File: config.mk
export PLATFORM = sky130hd
export DESIGN_NAME = rgmii_nibble_tx
export DESIGN_NICKNAME = d
export VERILOG_FILES = /design/src/rtl/rgmii_nibble_tx.sv
export SDC_FILE = /design/constraint.sdc
export NUM_CORES = 1
export LEC_CHECK = 0
export BUFFER_PORTS_ARGS = -buffer_cell sky130_fd_sc_hd__clkbuf_2
export CORE_MARGIN = 8
export CORE_UTILIZATION = 68
export DETAILED_ROUTE_END_ITERATION = 16
export GPL_ROUTABILITY_DRIVEN = 0
export MAX_ROUTING_LAYER = met4
export PLACE_DENSITY = 0.88
export SYNTH_ARGS = -nofsm -noshare
export SYNTH_HDL_FRONTEND = slang
export SYNTH_SLANG_ARGS = --single-unit
File: constraint.sdc
create_clock -name clk -period 5.9 [get_ports clk]
set_input_delay 1.18 -clock clk [delete_from_list [all_inputs] [get_ports clk]]
set_output_delay 1.18 -clock clk [all_outputs]
set_load 0.01 [all_outputs]
File: src/rtl/rgmii_nibble_tx.sv
`default_nettype none
// ============================================================================
// Module   : rgmii_nibble_tx
// Brief    : AXI-stream to 10/100 RGMII nibble framer (preamble, pad, FCS, IFG)
// Revision : 1.0  initial release
// ============================================================================
module rgmii_nibble_tx #(
    parameter int MIN_FRAME_LEN  = 64,
    parameter int IFG_BYTES      = 12,
    parameter int ENABLE_PADDING = 1
) (
    input  logic       clk,
    input  logic       rst_n,
    input  logic       clk_enable,
    input  logic [7:0] s_axis_tdata,
    input  logic       s_axis_tvalid,
    output logic       s_axis_tready,
    input  logic       s_axis_tlast,
    input  logic       s_axis_tuser,
    output logic [3:0] phy_txd,
    output logic       phy_tx_en,
    output logic       phy_tx_er,
    output logic       start_packet,
    output logic       error_underflow
);

    localparam logic [15:0] c_pad_target = 16'(MIN_FRAME_LEN - 4);
    localparam logic [15:0] c_ifg_last   = 16'(2 * IFG_BYTES);
    localparam logic [31:0] c_poly       = 32'hEDB88320;

    typedef enum logic [2:0] {
        S_IDLE     = 3'd0,
        S_PREAMBLE = 3'd1,
        S_PAYLOAD  = 3'd2,
        S_PAD      = 3'd3,
        S_FCS      = 3'd4,
        S_ERR      = 3'd5,
        S_IFG      = 3'd6,
        S_DROP     = 3'd7
    } state_t;

    state_t      r_state;
    logic [15:0] r_cnt;
    logic [15:0] r_byte_cnt;
    logic [31:0] r_crc;
    logic        r_hi;
    logic [3:0]  r_hold;
    logic        r_last;
    logic        r_bad;
    logic [3:0]  r_txd;
    logic        r_tx_en;
    logic        r_tx_er;
    logic        r_start;
    logic        r_underflow;
    logic [31:0] w_fcs;
    logic [3:0]  w_fcs_nib;

    function automatic logic [31:0] crc_next(input logic [31:0] crc, input logic [7:0] data);
        logic [31:0] c;
        c = crc ^ {24'h0, data};
        for (int k = 0; k < 8; k++) begin
            c = c[0] ? ((c >> 1) ^ c_poly) : (c >> 1);
        end
        return c;
    endfunction

    assign w_fcs     = ~r_crc;
    assign w_fcs_nib = w_fcs[{r_cnt[2:0], 2'b00} +: 4];

    assign s_axis_tready = ((r_state == S_PAYLOAD) && !r_hi && clk_enable) || (r_state == S_DROP);

    assign phy_txd         = r_txd;
    assign phy_tx_en       = r_tx_en;
    assign phy_tx_er       = r_tx_er;
    assign start_packet    = r_start;
    assign error_underflow = r_underflow;

    always_ff @(posedge clk or negedge rst_n) begin
        if (!rst_n) begin
            r_state     <= S_IDLE;
            r_cnt       <= 16'h0;
            r_byte_cnt  <= 16'h0;
            r_crc       <= 32'h0;
            r_hi        <= 1'b0;
            r_hold      <= 4'h0;
            r_last      <= 1'b0;
            r_bad       <= 1'b0;
            r_txd       <= 4'h0;
            r_tx_en     <= 1'b0;
            r_tx_er     <= 1'b0;
            r_start     <= 1'b0;
            r_underflow <= 1'b0;
        end else begin
            r_start     <= 1'b0;
            r_underflow <= 1'b0;
            if (r_state == S_DROP) begin
                // Draining runs at full clk rate; only the idle outputs follow the strobe.
                if (s_axis_tvalid && s_axis_tlast) begin
                    r_state <= S_IFG;
                    r_cnt   <= 16'h0;
                end
                if (clk_enable) begin
                    r_txd   <= 4'h0;
                    r_tx_en <= 1'b0;
                    r_tx_er <= 1'b0;
                end
            end else if (clk_enable) begin
                case (r_state)
                    S_IDLE: begin
                        r_txd   <= 4'h0;
                        r_tx_en <= 1'b0;
                        r_tx_er <= 1'b0;
                        if (s_axis_tvalid) begin
                            r_txd      <= 4'h5;
                            r_tx_en    <= 1'b1;
                            r_start    <= 1'b1;
                            r_state    <= S_PREAMBLE;
                            r_cnt      <= 16'd1;
                            r_crc      <= 32'hFFFF_FFFF;
                            r_byte_cnt <= 16'h0;
                            r_hi       <= 1'b0;
                            r_last     <= 1'b0;
                            r_bad      <= 1'b0;
                        end
                    end
                    S_PREAMBLE: begin
                        r_tx_en <= 1'b1;
                        r_tx_er <= 1'b0;
                        if (r_cnt == 16'd15) begin
                            r_txd   <= 4'hD;
                            r_state <= S_PAYLOAD;
                            r_hi    <= 1'b0;
                        end else begin
                            r_txd <= 4'h5;
                            r_cnt <= r_cnt + 16'd1;
                        end
                    end
                    S_PAYLOAD: begin
                        r_tx_en <= 1'b1;
                        if (!r_hi) begin
                            if (s_axis_tvalid) begin
                                r_txd  <= s_axis_tdata[3:0];
                                r_tx_er <= 1'b0;
                                r_hold <= s_axis_tdata[7:4];
                                r_crc  <= crc_next(r_crc, s_axis_tdata);
                                if (r_byte_cnt != 16'hFFFF) begin
                                    r_byte_cnt <= r_byte_cnt + 16'd1;
                                end
                                r_last <= s_axis_tlast;
                                r_bad  <= s_axis_tlast && s_axis_tuser;
                                r_hi   <= 1'b1;
                            end else begin
                                // First of the two error nibbles goes out on the detecting slot.
                                r_txd       <= 4'h0;
                                r_tx_er     <= 1'b1;
                                r_underflow <= 1'b1;
                                r_state     <= S_ERR;
                            end
                        end else begin
                            r_txd   <= r_hold;
                            r_tx_er <= 1'b0;
                            r_hi    <= 1'b0;
                            if (r_last) begin
                                r_cnt   <= 16'h0;
                                r_state <= ((ENABLE_PADDING != 0) && (r_byte_cnt < c_pad_target))
                                           ? S_PAD : S_FCS;
                            end
                        end
                    end
                    S_PAD: begin
                        r_txd   <= 4'h0;
                        r_tx_en <= 1'b1;
                        r_tx_er <= 1'b0;
                        if (!r_hi) begin
                            r_crc <= crc_next(r_crc, 8'h00);
                            if (r_byte_cnt != 16'hFFFF) begin
                                r_byte_cnt <= r_byte_cnt + 16'd1;
                            end
                            r_hi <= 1'b1;
                        end else begin
                            r_hi <= 1'b0;
                            if (r_byte_cnt >= c_pad_target) begin
                                r_cnt   <= 16'h0;
                                r_state <= S_FCS;
                            end
                        end
                    end
                    S_FCS: begin
                        r_txd   <= w_fcs_nib;
                        r_tx_en <= 1'b1;
                        r_tx_er <= r_bad;
                        if (r_cnt == 16'd7) begin
                            r_cnt   <= 16'h0;
                            r_state <= S_IFG;
                        end else begin
                            r_cnt <= r_cnt + 16'd1;
                        end
                    end
                    S_ERR: begin
                        r_txd   <= 4'h0;
                        r_tx_en <= 1'b1;
                        r_tx_er <= 1'b1;
                        r_state <= S_DROP;
                    end
                    S_IFG: begin
                        // 2*IFG_BYTES gap nibbles plus the terminal cycle that hands back to IDLE.
                        r_txd   <= 4'h0;
                        r_tx_en <= 1'b0;
                        r_tx_er <= 1'b0;
                        if (r_cnt == c_ifg_last) begin
                            r_state <= S_IDLE;
                        end else begin
                            r_cnt <= r_cnt + 16'd1;
                        end
                    end
                    default: begin
                        r_state <= S_IDLE;
                    end
                endcase
            end
        end
    end

endmodule
`default_nettype wire

==> flow_summary.json <==
{
  "routed_wl_mm": 15.32,
  "fmax_mhz": 290.4,
  "cts_made_buffers": 9,
  "cts_resized": 0,
  "synth_top_area_share_pct": 35.10,
  "p_leak_nw": 2.334,
  "yosysMostFrequentCell": "xnor2_1",
  "syn_avg_cell_area_um2": 8.940,
  "combPwrFrac_pct": 62.0,
  "routed-wl-met2_mm": 7.213,
  "grt_pass1_wl_mm": 25.13,
  "worst_slack_ps": 2457,
  "clk_pin_slew_ps": 90,
  "grt_overflow_total": 0,
  "antenna_cells": 0,
  "chipWidth_um": 108.7,
  "synthCells": 654,
  "cp.arrival_ps": 3690,
  "initial_utilization_pct": 68.72,
  "coreArea_mm2": 0.008508,
  "netlist_area_mm2": 0.005847,
  "fin_crit_sh_pct": 58.36,
  "synth.yosys.seq_area_share_pct": 35.10,
  "pre_cts_ws_ps": 2144,
  "path_max_fanout": 37,
  "crit_slowest_cell": "and2_0",
  "critPathLaunchType": "input pin",
  "skew_ps": 25.32,
  "via_per_inst": 6.687,
  "route.vias.total": 5089,
  "synth_seq_cells": 82,
  "ys_top_cells_by_area": "dfrtp_1 (35%), xnor2_1 (14%), xor2_1 (4.6%)",
  "antenna_found_initial": 0,
  "max_slew_margin_pct": 29.04,
  "numPortBuffers": 22,
  "power_density_mw_per_mm2": 626.6,
  "p_switching_mw": 1.860,
  "grt_pass1_vias": 4951,
  "rsz0062_at_grt": "no",
  "switching_share_pct": 48.40,
  "cts_hold_buf": 0,
  "tightest_slew_ps": 1060,
  "setup_viol_count_final": 0,
  "async_flop_share_pct": 100.0,
  "drive_gt1_share_pct": 11.33,
  "clock_sinks": 82,
  "outcome": "finished, final reports clean",
  "drc": 0,
  "die-area_mm2": 0.01182,
  "synth_cell_types": 66,
  "path_class": "in -> reg",
  "clockPowerShare_pct": 11.1,
  "die_h_um": 108.7,
  "min_period_ps": 3443,
  "crit_chain": "clkbuf_2, mux2i_1, a2111oi_4, buf_4, and2_0, o21ai_0, a21oi_1, a211oi_1",
  "drt-pass1-iter-count": 5,
  "cts-htree-levels": 3,
  "synthTopCellsByCount": "xnor2_1 (91), dfrtp_1 (82), nor2_1 (71)",
  "critPathTopFamily": "compound AO/OA/AOI/OAI gates",
  "met1_length_mm": 5.914,
  "wl_met3_mm": 1.501,
  "place_hpwl_mm": 10.40,
  "post-cts-setup-buffer-count": 0,
  "ys_warn_count": 0,
  "clock_path_buffers": 2,
  "finalNetCount": 667,
  "required_ps": 6150,
  "areaGrowthSynthToFinish_pct": 4.879,
  "power_frac_seq_pct": 26.9,
  "clockRootBuffer": "clkbuf_8",
  "fin_cells": 761,
  "vdd_ir_drop_max_uv": 282.5,
  "fin_util_pct": 72.07,
  "antenna_left": 0,
  "end_kind": "flop",
  "intPower_mw": 1.983,
  "finalSetupTns_ps": 0,
  "rows": 34,
  "insertion_delay_ps": 380,
  "synth_top_flop_cell": "dfrtp_1",
  "stdcell_area_mm2": 0.006132,
  "ios": 23,
  "cts_tree": "done",
  "synth_top_area_cell": "dfrtp_1",
  "crit_path_max_incr_delay_ps": 830,
  "maxCapViolCount": 0,
  "track_usage_pct": 27.75,
  "holdWs_ps": 499.9,
  "post-place-cells": 746,
  "critical_path_buf_inv_count": 2,
  "routedWlPerCell_um": 20.13,
  "grt_max_degree": 83,
  "power.total_mw": 3.842,
  "place_area_mm2": 0.005932,
  "highest-signal-layer": "met4",
  "drtIter0Drc": 492,
  "hold_violations": 0,
  "drv_slew": 0,
  "synth_edf_count": 0,
  "synthesis.nets": 672,
  "worstHoldPathType": "reg -> reg"
}
-- layer usage --
metal  track usage (%)  vias to the layer above
li1                  -                     2271
met5                 -                        -
met2             43.33                      316
met4             13.10                        0
met3             4.787                       81
met1             34.44                     2421
-- cells by family after synthesis --
logic type / synth area share (%)
AND/OR/NAND/NOR: 17.46
AO/OA/AOI/OAI: 16.71
XOR/XNOR: 21.01
flip-flops: 35.10
buffers and inverters: 3.959
adder cells (fa/ha/maj): 0.8560
multiplexers: 4.900
-- final cells by class --
class                   instances  area (um^2)
clock buffers                  10        137.6
clock inverters                 5        62.56
fillers                       619         2376
inverters                       9        33.78
multi-input cells             521         3568
flip-flops and latches         82         2052
well taps                     108        135.1
repair buffers                 26        142.6
-- placed cells by master (no fill, tap or decap), types with 4 or more instances in the layout --
master,synthesis,routed
clkbuf_2,1,21
xnor2_1,91,91
xor2_1,31,31
mux2i_1,5,5
o21ai_1,16,16
buf_4,2,5
o21a_1,6,6
o31ai_1,9,9
a22oi_1,4,4
nor4_1,6,6
nor2b_1,9,9
mux4_2,8,8
mux2_2,5,5
o21ai_0,38,38
or3_1,7,7
a221oi_1,8,8
nand2_1,59,59
nand2b_1,6,6
nor3_1,6,5
xnor2_2,5,5
clkbuf_8,0,10
a31oi_1,6,6
and3_1,4,4
nand4_1,7,7
a21oi_1,46,46
ha_1,4,4
dfrtp_1,82,82
nor2_1,71,71
nand3_1,18,18
inv_1,8,8
-- registers in the layout, summed over array words and instances (netlist names) --
signal / count
r_hi: 1
phy_txd: 4
r_byte_cnt: 16
error_underflow: 1
phy_tx_er: 1
r_last: 1
r_hold: 4
start_packet: 1
r_state: 3
r_cnt: 16
r_bad: 1
phy_tx_en: 1
r_crc: 32
-- final timing paths --
| check | from | slack (ps) | cells past startpoint | to |
|---|---|---|---|---|
| setup / recovery | s_axis_tvalid | 2460 | 8 | r_crc[20]$_DFFE_PN0P_ |
| hold / removal | r_cnt[15]$_DFFE_PN0P_ | 500 | 1 | r_cnt[15]$_DFFE_PN0P_ |
| hold reg to reg | r_cnt[15]$_DFFE_PN0P_ | 500 | 1 | r_cnt[15]$_DFFE_PN0P_ |
| max in group asynchronous | rst_n | 4210 | 1 | r_crc[4]$_DFFE_PN0P_ |
| min in group asynchronous | rst_n | 970 | 1 | r_state[1]$_DFFE_PN0P_ |
| setup reg to reg | r_state[1]$_DFFE_PN0P_ | 2590 | 7 | r_crc[20]$_DFFE_PN0P_ |
-- worst register-to-register path, stage by stage, from the launching register on --
cell       delay (ps)
dfrtp_1           830
mux2i_1           240
a2111oi_4         230
buf_4             430
and2_0            830
o21ai_0           230
a21oi_1           280
a211oi_1          120
-- power groups by stage --
stage	logic [mW]	clock network, mW	registers [mW]
3_3_place_gp	2.21	0	1.01
4_1_cts	2.33	0.432	1.02
3_5_place_dp	2.29	0	1.03
5_1_grt	2.56	0.450	1.05
2_1_floorplan	1.98	0	0.826
6_report	2.38	0.427	1.03
(Power assumes the default switching activity.)
